$ cat src/rtl/timer_device_if.sv
// Bridge-bus link between the processor bridge (master) and a timer (slave).
// Dout is combinational on Addr in the slave.
interface timer_device_if;
    logic [1:0]  Addr;
    logic        WE;
    logic [31:0] Din;
    logic [31:0] Dout;

    modport master (output Addr, output WE, output Din, input Dout);
    modport slave  (input Addr, input WE, input Din, output Dout);
endinterface

$ cat src/rtl/timer_device.sv
// Memory-mapped countdown timer with one-shot and auto-reload modes.
// Word map: 0=CTRL, 1=PRESET, 2=COUNT (read-only), 3=reserved.
module timer_device #(
    parameter logic [31:0] PRESET_RST = 32'h0000_0000
) (
    input  logic          clk,
    input  logic          reset,
    timer_device_if.slave bus,
    output logic          IRQ
);
    typedef enum logic [1:0] {S_IDLE, S_CNT, S_INT} state_t;

    state_t      state_q, state_d;
    logic [3:0]  ctrl_q, ctrl_d;
    logic [31:0] preset_q, preset_d;
    logic [31:0] count_q, count_d;
    logic        flag_q, flag_d;

    logic enable, auto_reload, irq_mask;
    logic wr_ctrl, wr_preset;

    assign enable      = ctrl_q[0];
    assign auto_reload = (ctrl_q[2:1] == 2'b01);
    assign irq_mask    = ctrl_q[3];
    assign wr_ctrl     = bus.WE && (bus.Addr == 2'd0);
    assign wr_preset   = bus.WE && (bus.Addr == 2'd1);

    always_ff @(posedge clk or posedge reset) begin
        if (reset) begin
            state_q  <= S_IDLE;
            ctrl_q   <= '0;
            preset_q <= PRESET_RST;
            count_q  <= '0;
            flag_q   <= 1'b0;
        end else begin
            state_q  <= state_d;
            ctrl_q   <= ctrl_d;
            preset_q <= preset_d;
            count_q  <= count_d;
            flag_q   <= flag_d;
        end
    end

    always_comb begin
        state_d  = state_q;
        ctrl_d   = ctrl_q;
        preset_d = preset_q;
        count_d  = count_q;
        flag_d   = flag_q;

        // Clear first so an expiry on this same edge still sets the flag.
        if (!auto_reload && (wr_ctrl || wr_preset)) flag_d = 1'b0;

        case (state_q)
            S_IDLE: begin
                if (enable) begin
                    count_d = preset_q;
                    state_d = S_CNT;
                end
            end
            S_CNT: begin
                if (!enable) begin
                    state_d = S_IDLE;
                end else if (count_q > 32'd1) begin
                    count_d = count_q - 32'd1;
                end else begin
                    count_d = '0;
                    flag_d  = 1'b1;
                    state_d = S_INT;
                end
            end
            S_INT: begin
                if (auto_reload) flag_d = 1'b0;
                else             ctrl_d[0] = 1'b0;
                state_d = S_IDLE;
            end
            default: state_d = S_IDLE;
        endcase

        // Bus writes applied last so a CTRL write overrides the enable auto-clear.
        if (wr_ctrl)   ctrl_d   = bus.Din[3:0];
        if (wr_preset) preset_d = bus.Din;
    end

    always_comb begin
        case (bus.Addr)
            2'd0:    bus.Dout = {28'b0, ctrl_q};
            2'd1:    bus.Dout = preset_q;
            2'd2:    bus.Dout = count_q;
            default: bus.Dout = '0;
        endcase
    end

    assign IRQ = flag_q & irq_mask;
endmodule

$ cat src/flat_wrapper.sv
// flat-port wrapper written by rule: the top's interface ports become plain ports
module timer_device_flat 
#(
    parameter logic [31:0] PRESET_RST = 32'h0000_0000
)
  (clk, reset, IRQ, bus_Addr, bus_WE, bus_Din, bus_Dout);
  timer_device_if bus_i ();
  input  logic clk;
  input  logic reset;
  output logic IRQ;
  input wire logic [$bits(bus_i.Addr)-1:0] bus_Addr;
  input wire logic [$bits(bus_i.WE)-1:0] bus_WE;
  input wire logic [$bits(bus_i.Din)-1:0] bus_Din;
  output wire logic [$bits(bus_i.Dout)-1:0] bus_Dout;
  assign bus_i.Addr = bus_Addr;
  assign bus_i.WE = bus_WE;
  assign bus_i.Din = bus_Din;
  assign bus_Dout = bus_i.Dout;
  timer_device #(.PRESET_RST(PRESET_RST)) u_core (.clk(clk), .reset(reset), .bus(bus_i), .IRQ(IRQ));
endmodule
$ cat config.mk
export PLATFORM = sky130hd
export DESIGN_NAME = timer_device_flat
export DESIGN_NICKNAME = d
export VERILOG_FILES = /design/src/rtl/timer_device_if.sv /design/src/rtl/timer_device.sv /design/src/flat_wrapper.sv
export SDC_FILE = /design/constraint.sdc
export NUM_CORES = 1
export LEC_CHECK = 0
export BUFFER_PORTS_ARGS = -buffer_cell sky130_fd_sc_hd__buf_2
export CAP_MARGIN = 20
export CORE_MARGIN = 5
export CORE_UTILIZATION = 53
export CTS_BUF_LIST = sky130_fd_sc_hd__clkbuf_4
export DETAILED_ROUTE_END_ITERATION = 6
export PLACE_DENSITY = 0.79
export REMOVE_ABC_BUFFERS = 1
export SYNTH_ARGS = -nofsm -noshare
export SYNTH_HDL_FRONTEND = slang
export SYNTH_SLANG_ARGS = --single-unit
$ cat constraint.sdc
create_clock -name clk -period 2.5 [get_ports clk]
set_input_delay 0.625 -clock clk [delete_from_list [all_inputs] [get_ports clk]]
set_output_delay 0.625 -clock clk [all_outputs]
set_load 0.1 [all_outputs]
After elaboration in Yosys (flattened, before gate mapping) --
Index checks and enable logic that the tools add are counted.
Word-level totals: register bits after elaboration 71, input port bits 37, output and inout bits 33, word-level logic and storage cells 47
Cells by class: add/subtract/negate cells 1, order comparisons 1, equality and inequality tests 9, mux-type cells 17, bitwise logic cells 1, reduce and logical (&&, ||, !) cells 12
Operators with widths (count):
- 32-bit two-way mux | 3
- 32-bit case mux with 3 select lines | 1
- 32-bit case mux with 2 select lines | 1
- 32-bit by 1-bit > comparator with 1-bit output, second input constant | 1
- 32-bit by 1-bit subtractor with 32-bit output, second input constant | 1
- 1-bit two-way mux | 7
- 2-bit by 1-bit == test with 1-bit output, second input constant | 3
- 2-bit two-way mux | 3
- 2-bit == test, second input constant | 2
- 2-bit logical NOT | 2
- 2-bit by 1-bit != test with 1-bit output, second input constant | 2
- 2-bit case mux with 2 select lines | 1
- 2-bit AND reduction | 2
- 2-bit nonzero test | 2
- 1-bit logical AND | 3
- 3-bit != test, second input constant | 1
- 3-bit AND reduction | 1
- 2-bit != test, second input constant | 1
- 1-bit case mux with 2 select lines | 1
- 1-bit bitwise AND | 1
- 1-bit logical NOT | 1
- 1-bit logical OR | 1

Longest topological paths before layout --
Gate-level depths: netlist of run 1.
depth in word-level cells 8, mapped depth 10, depth with buffers taken out 7

Least setup slack after synthesis of run 1 --
Ideal clock, no wire load.
kind input to output, from input bus_Addr[1], to output bus_Dout[0], data arrival time 3104 ps, data required time 1875 ps, slack -1229 ps, stages on the path 3, buffers on the path 1, cells stage by stage clkbuf_1 -> mux2i_1 -> o21ai_0
On the way: longest elaborated chain between the ends 2, elaborated cells on any way between the ends 4, those cells by class 2 x eq/ne; 1 x mux; 1 x reduce/logical
RTL lines:
- from (decl) | line flat_wrapper.sv:11 | input wire logic [$bits(bus_i.Addr)-1:0] bus_Addr;
- 2-bit == test, or another cell as far along | line timer_device.sv:86 | case (bus.Addr)
- 32-bit case mux with 3 select lines (*) | line timer_device.sv:86
- to (decl) | line flat_wrapper.sv:14 | output wire logic [$bits(bus_i.Dout)-1:0] bus_Dout;
Mark *: on every way between the ends. The rest lies on a longest branch, timed or not.

Worst setup path after layout of run 1 --
from register u_core.count_q[25], to register u_core.count_q[21]
On the way: longest elaborated chain between the ends 4
RTL lines:
- from (decl) | line timer_device.sv:16 | logic [31:0] count_q, count_d;
- from (signal assigned) | line timer_device.sv:39 | count_q <= count_d;
- 32-bit by 1-bit > comparator with 1-bit output | line timer_device.sv:64 | end else if (count_q > 32'd1) begin
- 32-bit two-way mux | line timer_device.sv:64
- 32-bit two-way mux | line timer_device.sv:62 | if (!enable) begin
- 32-bit case mux with 2 select lines | line timer_device.sv:54 | case (state_q)
No other way between the ends. The select of a mux whose other input is x is not followed. A chain may end at the register's enable or synchronous reset.

==> results of run 1 <==
## worst max-delay path, stage by stage (launching register included)
cell	delay, ns
dfrtp_1	0.41
or4_4	0.55
or4_4	0.51
buf_6	0.15
o31ai_4	0.33
clkbuf_4	0.27
o311ai_1	0.12
## power by group
part	leakage, nW	internal [mW]	switching, mW	total [mW]
Clock	0.0723	0.306	0.448	0.754
Sequential	0.832	1.54	0.379	1.91
Combinational	1.54	1.63	2.16	3.79
## stage by stage
stage | utilization | area [sq um] | instances | setup WS [ns] | TNS (ns)
3_5_place_dp | 0.710 | 5430 | 611 | -0.00163 | -0.00163
3_3_place_gp | 0.710 | 5430 | 611 | 0.0557 | 0
6_report | 0.739 | 5650 | 631 | 0.0376 | 0
5_1_grt | 0.739 | 5650 | 631 | -0.0325 | -0.160
2_1_floorplan | - | 3980 | 378 | -1.03 | -57.99
4_1_cts | 0.729 | 5580 | 627 | 0.0131 | 0
## sequential cells by signal, indices dropped and copies added, names as in the netlist
signal           count
u_core.count_q      32
u_core.preset_q     32
u_core.ctrl_q        4
u_core.state_q       2
u_core.flag_q        1
## path summary, 6_finish.rpt
check / from / to / slack [ns] / depth (start not counted)
worst min-delay path: reset / u_core.preset_q[4] / 0.27 / 3
max in group asynchronous: reset / u_core.ctrl_q[0] / 1.93 / 3
min in group clk: bus_Din[13] / u_core.preset_q[13] / 0.41 / 2
worst max register to register: u_core.count_q[25] / u_core.count_q[21] / 0.04 / 6
worst min register to register: u_core.preset_q[2] / u_core.count_q[2] / 0.53 / 2
worst max-delay path: u_core.count_q[25] / u_core.count_q[21] / 0.04 / 6
## per-layer routing
layer	up-vias	part of all wire	global-route usage
li1	1796	-	-
met1	1923	0.41	0.325
met2	172	0.51	0.452
met3	34	0.058	0.0507
met4	0	0.022	0.0872
met5	-	0	0
## cells by family after synthesis
kind of cell,Yosys count,share of synthesized area
AND/OR/NAND/NOR,124,0.156
adder cells (fa/ha/maj),5,0.0151
buffers and inverters,42,0.0457
flip-flops,71,0.430
AO/OA/AOI/OAI,112,0.204
multiplexers,56,0.149
## placed cells by master, fill, tap and decap left out, types with 4 or more instances in the layout
master,instances
o22ai_1,4
a21oi_1,13
o21ai_0,18
or3_1,8
nand2_1,37
a22oi_1,4
o41ai_1,5
ha_1,5
buf_2,38
dfrtp_1,70
nand2b_1,7
or4_4,5
nor3_1,6
a22o_1,29
mux2i_1,11
o311ai_1,9
or4_1,5
inv_1,9
buf_12,34
clkbuf_4,10
nand3_1,22
o311ai_0,6
mux2_2,45
nor2_1,15
buf_4,59
nand4_1,5
## timing repair
action	4_1_cts	5_1_grt
resized for setup	1	13
setup buffers	0	2
cloned	0	2
pin swaps	0	3
setup endpoints to repair	1	18
## final cells by class
type / instances / area share
multi-input cells: 297 / 0.392
flip-flops and latches: 71 / 0.315
well taps: 102 / 0.0226
clock inverters: 7 / 0.0128
clock buffers: 9 / 0.0120
repair buffers: 135 / 0.240
inverters: 10 / 0.00664
==> flow_metrics.tcl, run 1 <==
set metrics [dict create \
    status "complete, no violations" \
    vdd_drop_max_mv 0.562 \
    p_per_area_mw_per_mm2 1140 \
    grt_max_degree 72 \
    track_usage 0.261 \
    routabilityCongestion 0.894 \
    fin_crit_ns 2.46 \
    rsz0062_at_grt "yes" \
    finalPower_mw 6.46 \
    endpoint_kind "flop" \
    die_w_microns 98.3 \
    tightest_slew_ns 0.485 \
    synth_ff_type "dfrtp_1" \
    cts_tree "built" \
    synthMostInstantiatedCell "dfrtp_1" \
    core_area_sq_mm 0.00765 \
    drive_gt1_frac 0.401 \
    arrival_ns 2.77 \
    rows 32 \
    final_nets 566 \
    grt-ovfl-total 0 \
    clock.fmax_ghz 0.406 \
    holdBufCountCts 0 \
    synthArstFlopShare 1.00 \
    synth_edf_count 0 \
    clk_latency_ns 0.43 \
    ys_warn_count 0 \
    ff_latch_area_sq_mm 0.00178 \
    areaGrowthSynthToFinish_pct 36.7 \
    vias 3925 \
    drcViolationCount 0 \
    startpoint_type "flop" \
    drtIter0Drc 324 \
    drv_cap 0 \
    clock-root-buffer "clkbuf_4" \
    hold_violations 0 \
    ios 70 \
    cts_buffers 9 \
    crit_fanout 7 \
    dp.final_hpwl_microns 9280 \
    die_h_microns 98.3 \
    synthTopCellsByCount "dfrtp_1 (71), mux2_2 (45), nand2_1 (37)" \
    fillCellCount 568 \
    numPortBuffers 69 \
    synth.area.top_cells "dfrtp_1 (43%), mux2_2 (12%), a22o_1 (6.1%)" \
    synth_cell_types 49 \
    drv_slew 0 \
    synthCells 410 \
    multi_input_area_sq_mm 0.00221 \
    wl_microns 12500 \
    relSlewSlack 0.679 \
    ant_nets 0 \
    htreeDepth 3 \
    synth_top_area_cell "dfrtp_1" \
    finalSetupViolCount 0 \
    min_period_over_period 0.985 \
    grt_pass1_wl_microns 20300 \
    cp_data_required_time_ns 2.81 \
    synth_area_sq_mm 0.00414 \
    n_antenna_cell 0 \
    synth_top_area_frac 0.430 \
    grt_pass1_vias 4014 \
    ys_ff_latch 71 \
    fin_hold_ws_ns 0.268 \
    start_util 0.541 \
    yosysSeqAreaShare 0.430 \
    clk_pin_slew_ns 0.12 \
    antenna_found_initial 0 \
    worst_clock_skew_ns 0.0144 \
    clock_sinks 71 \
    clockBufferDepth 2 \
    dieArea_sq_mm 0.00967 \
    holdCritPathClass "input port to asynchronous set/reset pin" \
    drt-wirelength-per-cell_microns 19.8 \
    firstDrtPassIters 5 \
    p_leak_nw 2.44 \
    routed_via_density 6.22 \
    crit_type "flop to flop" \
    syn_avg_cell_area_sq_um 10.1 \
]
Note: power is estimated with default switching activity, not from simulation.
==> run 2, diff against run 1 <==
ABC_AREA = 1   (was not set)
PLACE_DENSITY = 0.78   (was 0.79)
==> flow_metrics.tcl, run 2 <==
set metrics [dict create \
    grt_pass1_wl_microns 21000 \
    dp.cells 792 \
    drive_gt1_frac 0.174 \
    die_w_microns 101 \
    grt-ovfl-total 0 \
    clock-root-buffer "clkbuf_4" \
    n_antenna_cell 0 \
    drt-wirelength-per-cell_microns 15.5 \
    synthArstFlopShare 1.00 \
    fillCellCount 676 \
    synth.area.top_cells "dfrtp_1 (40%), nor2_1 (10%), nand2_1 (9.0%)" \
    worst_clock_skew_ns 0.00952 \
    crit_type "input port to primary output" \
    multi_input_area_sq_mm 0.00218 \
    htreeDepth 3 \
    synth_edf_count 0 \
    cts_buffers 9 \
    tightest_slew_ns 0.487 \
    swShare 0.494 \
    drcViolationCount 0 \
    ant_nets 0 \
    synthCells 630 \
    arrival_ns 1.70 \
    areaGrowthSynthToFinish_pct 25.6 \
    core_area_sq_mm 0.00813 \
    drv_slew 0 \
    reg2reg_slack_ns 0.52 \
    firstDrtPassIters 5 \
    final_common_cell "nor2_1" \
    ios 70 \
    pre_cts_slack_ns 0.170 \
    relSlewSlack 0.678 \
    startpoint_type "input port" \
    crit_fanout 17 \
    p_comb_frac 0.521 \
    clock.fmax_ghz 0.430 \
    status "complete, no violations" \
    min_period_over_period 0.930 \
    switching_power_mw 2.83 \
    synth_area_sq_mm 0.00439 \
    synthTopCellsByCount "nor2_1 (117), nand2_1 (105), inv_1 (87)" \
    grt_max_degree 72 \
    clkPwrFrac 0.144 \
    p_leak_nw 2.59 \
    dp.final_hpwl_microns 9190 \
    final_cell_mix "nor2_1 (117), nand2_1 (104), inv_1 (86)" \
    track_usage 0.259 \
    synth_compound_area_frac 0.179 \
    wl_microns 12500 \
    synth.area.mux_share 0.0205 \
    synth_ff_type "dfrtp_1" \
    p_int_mw 2.89 \
    clk_pin_slew_ns 0.12 \
    yosys.area_share.simple 0.275 \
    finalSetupViolCount 0 \
    clk_latency_ns 0.41 \
    synth_cell_types 28 \
    top_regs "u_core.count_q (32), u_core.preset_q (32), u_core.ctrl_q (4)" \
    ys_warn_count 0 \
    numPortBuffers 69 \
    yosysSeqAreaShare 0.405 \
    die_h_microns 101 \
    drv_cap 0 \
    grt_pass1_vias 4382 \
    antenna_found_initial 0 \
    p_per_area_mw_per_mm2 1040 \
    layout_setup_ws_ns 0.176 \
    clock_sinks 71 \
    dieArea_sq_mm 0.0102 \
    rows 33 \
    vdd_drop_max_mv 0.607 \
    drtIter0Drc 266 \
    routed_via_density 5.41 \
    ys_ff_latch 71 \
    vias 4364 \
    start_util 0.540 \
    holdCritPathClass "input port to asynchronous set/reset pin" \
    syn_avg_cell_area_sq_um 6.97 \
    rsz0062_at_grt "no" \
    synth_fa_ha_area_frac 0.0142 \
    cts_setup_buffers 0 \
    holdBufCountCts 0 \
    synthXorXnorAreaFrac 0.00598 \
    hold_violations 0 \
    synth_top_family_by_area "simple AND/OR/NAND/NOR gates" \
    routabilityCongestion 0.902 \
    endpoint_kind "primary output" \
    finalNonFillerCells 807 \
    ff_latch_area_sq_mm 0.00178 \
    clockBufferDepth 2 \
    cts_tree "built" \
    fin_crit_ns 2.32 \
    cp_data_required_time_ns 1.88 \
    final_nets 740 \
    synth_top_area_cell "dfrtp_1" \
    pwr-share-seq 0.335 \
    ctsResizeCount 0 \
    synth_top_area_frac 0.405 \
    synthMostInstantiatedCell "nor2_1" \
]
[run 2: power groups by stage]
| stage | clock network [mW] | logic, mW | registers, mW |
|---|---|---|---|
| final | 0.824 | 2.98 | 1.92 |
| after global routing | 0.897 | 3.24 | 1.97 |
| after CTS | 0.840 | 2.98 | 1.91 |
| after detailed placement | 0 | 2.97 | 1.93 |
| after global placement | 0 | 2.90 | 1.91 |
| after floorplan | 0 | 2.05 | 1.81 |
[run 2: logic make-up (layout without fill, tap and decap cells)]
logic type      count (synthesis)  after routing
compound gates                148            148
xor+xnor                        3              3
fa+ha+maj                       5              5
buf+inv                       111            183
flops                          71             71
mux                             8              8
simple gates                  284            284
[run 2: critical path, cell delays in order]
cell	delay [ns]
buf_2	0.09
inv_1	0.05
nor2_1	0.13
inv_1	0.15
buf_12	0.19
o22ai_1	0.23
buf_12	0.22
[run 2: final timing paths]
kind | from | endpoint | cells after the start
setup / recovery | bus_Addr[0] | bus_Dout[18] | 7
hold / removal | reset | u_core.preset_q[5] | 3
setup reg to reg | u_core.count_q[0] | u_core.count_q[7] | 12
hold reg to reg | u_core.preset_q[1] | u_core.preset_q[1] | 2
max in group asynchronous | reset | u_core.preset_q[19] | 3
min in group clk | bus_Din[6] | u_core.preset_q[6] | 2
[run 2: per-layer routing]
layer	vias up	GRT usage	routed length (microns)
met1	2021	0.332	5420
met5	-	0	0
li1	2178	-	-
met4	0	0.105	361
met2	130	0.429	6060
met3	35	0.0505	632
[run 2: final cells by class]
type | instances | area share
well taps | 105 | 0.0238
multi-input cells | 448 | 0.394
repair buffers | 81 | 0.173
clock inverters | 6 | 0.0156
flip-flops and latches | 71 | 0.322
clock buffers | 9 | 0.0122
inverters | 87 | 0.0592
[run 2: metrics by stage]
| step | TNS (ns) | hold slack, ns | utilization | area [sq um] | power [mW] |
|---|---|---|---|---|---|
| 4_1_cts | 0 | 0.265 | 0.678 | 5520 | 5.73 |
| 3_5_place_dp | 0 | 0.485 | 0.659 | 5360 | 4.89 |
| 5_1_grt | 0 | 0.259 | 0.678 | 5520 | 6.11 |
| 2_1_floorplan | -38.81 | 0.453 | - | 4280 | 3.86 |
| 3_3_place_gp | 0 | 0.474 | 0.659 | 5360 | 4.81 |
| 6_report | 0 | 0.252 | 0.678 | 5520 | 5.72 |
==> run 3, diff against run 2 <==
PLACE_DENSITY = 0.81   (was 0.78)
==> flow_metrics.tcl, run 3 (same netlist as run 2, synthesis figures left out) <==
set metrics [dict create \
    clock-root-buffer "clkbuf_4" \
    drv_slew 0 \
    tightest_slew_ns 0.484 \
    min_period_over_period 0.931 \
    grt-ovfl-total 0 \
    startpoint_type "input port" \
    ctsResizeCount 0 \
    clockBufferDepth 2 \
    holdCritPathClass "input port to asynchronous set/reset pin" \
    dp.cells 792 \
    vias 4456 \
    fin_hold_ws_ns 0.240 \
    arrival_ns 1.70 \
    finalPower_mw 5.83 \
    layout_setup_ws_ns 0.172 \
    routed_via_density 5.52 \
    n_antenna_cell 0 \
    start_util 0.540 \
    crit_type "input port to primary output" \
    rsz0062_at_grt "no" \
    cts_setup_buffers 0 \
    final_nets 740 \
    endpoint_kind "primary output" \
    firstDrtPassIters 5 \
    endpoint "bus_Dout[18]" \
    grt_max_degree 72 \
    fin_crit_ns 2.33 \
    max_stage_delay_ns 0.26 \
    status "complete, no violations" \
    p_leak_nw 2.60 \
    clock_sinks 71 \
    clk_pin_slew_ns 0.12 \
    drt-wirelength-per-cell_microns 15.6 \
    hold_violations 0 \
    die_w_microns 101 \
    numPortBuffers 69 \
    dieArea_sq_mm 0.0102 \
    wl_microns 12600 \
    worst_clock_skew_ns 0.0183 \
    p_per_area_mw_per_mm2 1050 \
    ant_nets 0 \
    core_area_sq_mm 0.00813 \
    ios 70 \
    setup_tns_ns 0 \
    grt_pass1_vias 4563 \
    drcViolationCount 0 \
    r2r-start "u_core.count_q[0]" \
    startpoint "bus_Addr[0]" \
    antenna_found_initial 0 \
    vdd_drop_max_mv 0.541 \
    final_common_cell "nor2_1" \
    clock.fmax_ghz 0.430 \
    final_cell_mix "nor2_1 (117), nand2_1 (104), inv_1 (86)" \
    die_h_microns 101 \
    rows 33 \
    reg2regPathDepth 9 \
    crit_chain "buf_2, inv_1, nor2_1, inv_1, buf_12, o22ai_1, buf_12" \
    reg2reg_slack_ns 0.52 \
    areaGrowthSynthToFinish_pct 26.2 \
    finalSetupViolCount 0 \
    routabilityCongestion 0.951 \
    cts_tree "built" \
    cts_buffers 9 \
    drtIter0Drc 221 \
    crit_fanout 18 \
    htreeDepth 3 \
    drive_gt1_frac 0.172 \
    critPathSlowestCell "o22ai_1" \
    track_usage 0.259 \
    dp.final_hpwl_microns 9070 \
    clk_latency_ns 0.43 \
    grt_pass1_wl_microns 21100 \
    fillCellCount 691 \
    cp_data_required_time_ns 1.88 \
    relSlewSlack 0.680 \
    reg2reg_to "u_core.count_q[22]" \
    drv_cap 0 \
    top_regs "u_core.count_q (32), u_core.preset_q (32), u_core.ctrl_q (4)" \
    holdBufCountCts 0 \
    finalNonFillerCells 807 \
    pre_cts_slack_ns 0.187 \
]
-- run 3: final cells by class --
type	instances	area, sq um	share of cell area
clock buffer	9	67.6	0.0122
clock inverter	6	110	0.0199
inverter	87	327	0.0589
multi-input combinational	448	2180	0.393
sequential	71	1780	0.321
tap	105	131	0.0237
timing repair buffer	81	953	0.172
-- run 3: worst min-delay path by stage --
stage	start	cells after the start	endpoint	slack, ns
CTS	reset	3	u_core.preset_q[5]	0.25
floorplan	u_core.preset_q[1]	2	u_core.preset_q[1]	0.45
finish	reset	3	u_core.preset_q[5]	0.24
detailed placement	u_core.preset_q[1]	2	u_core.preset_q[1]	0.49
global placement	u_core.preset_q[1]	2	u_core.preset_q[1]	0.47
global route	reset	3	u_core.count_q[5]	0.25
-- run 3: per-stage QoR --
| step | util | instance area (sq um) |
|---|---|---|
| CTS | 0.681 | 5540 |
| global placement | 0.659 | 5360 |
| floorplan | - | 4280 |
| global route | 0.681 | 5540 |
| detailed placement | 0.659 | 5360 |
| finish | 0.681 | 5540 |
-- run 3: power breakdown --
part	internal (mW)	leakage, nW	switching (mW)
registers	1.50	0.801	0.427
clock network	0.499	0.0896	0.422
logic	0.995	1.71	1.98
total	3.00	2.60	2.83
-- run 3: critical path: cells and delay by family --
family,cells,cell delay (ns)
AND/OR/NAND/NOR,1,0.11
AO/OA/AOI/OAI,1,0.26
buffers and inverters,5,0.68
-- run 3: routing by layer --
metal / track usage / vias to the layer above / part of all wire
li1: - / 2169 / -
met1: 0.317 / 2088 / 0.42
met2: 0.450 / 165 / 0.50
met3: 0.0547 / 34 / 0.059
met4: 0.0941 / 0 / 0.025
met5: 0 / - / 0
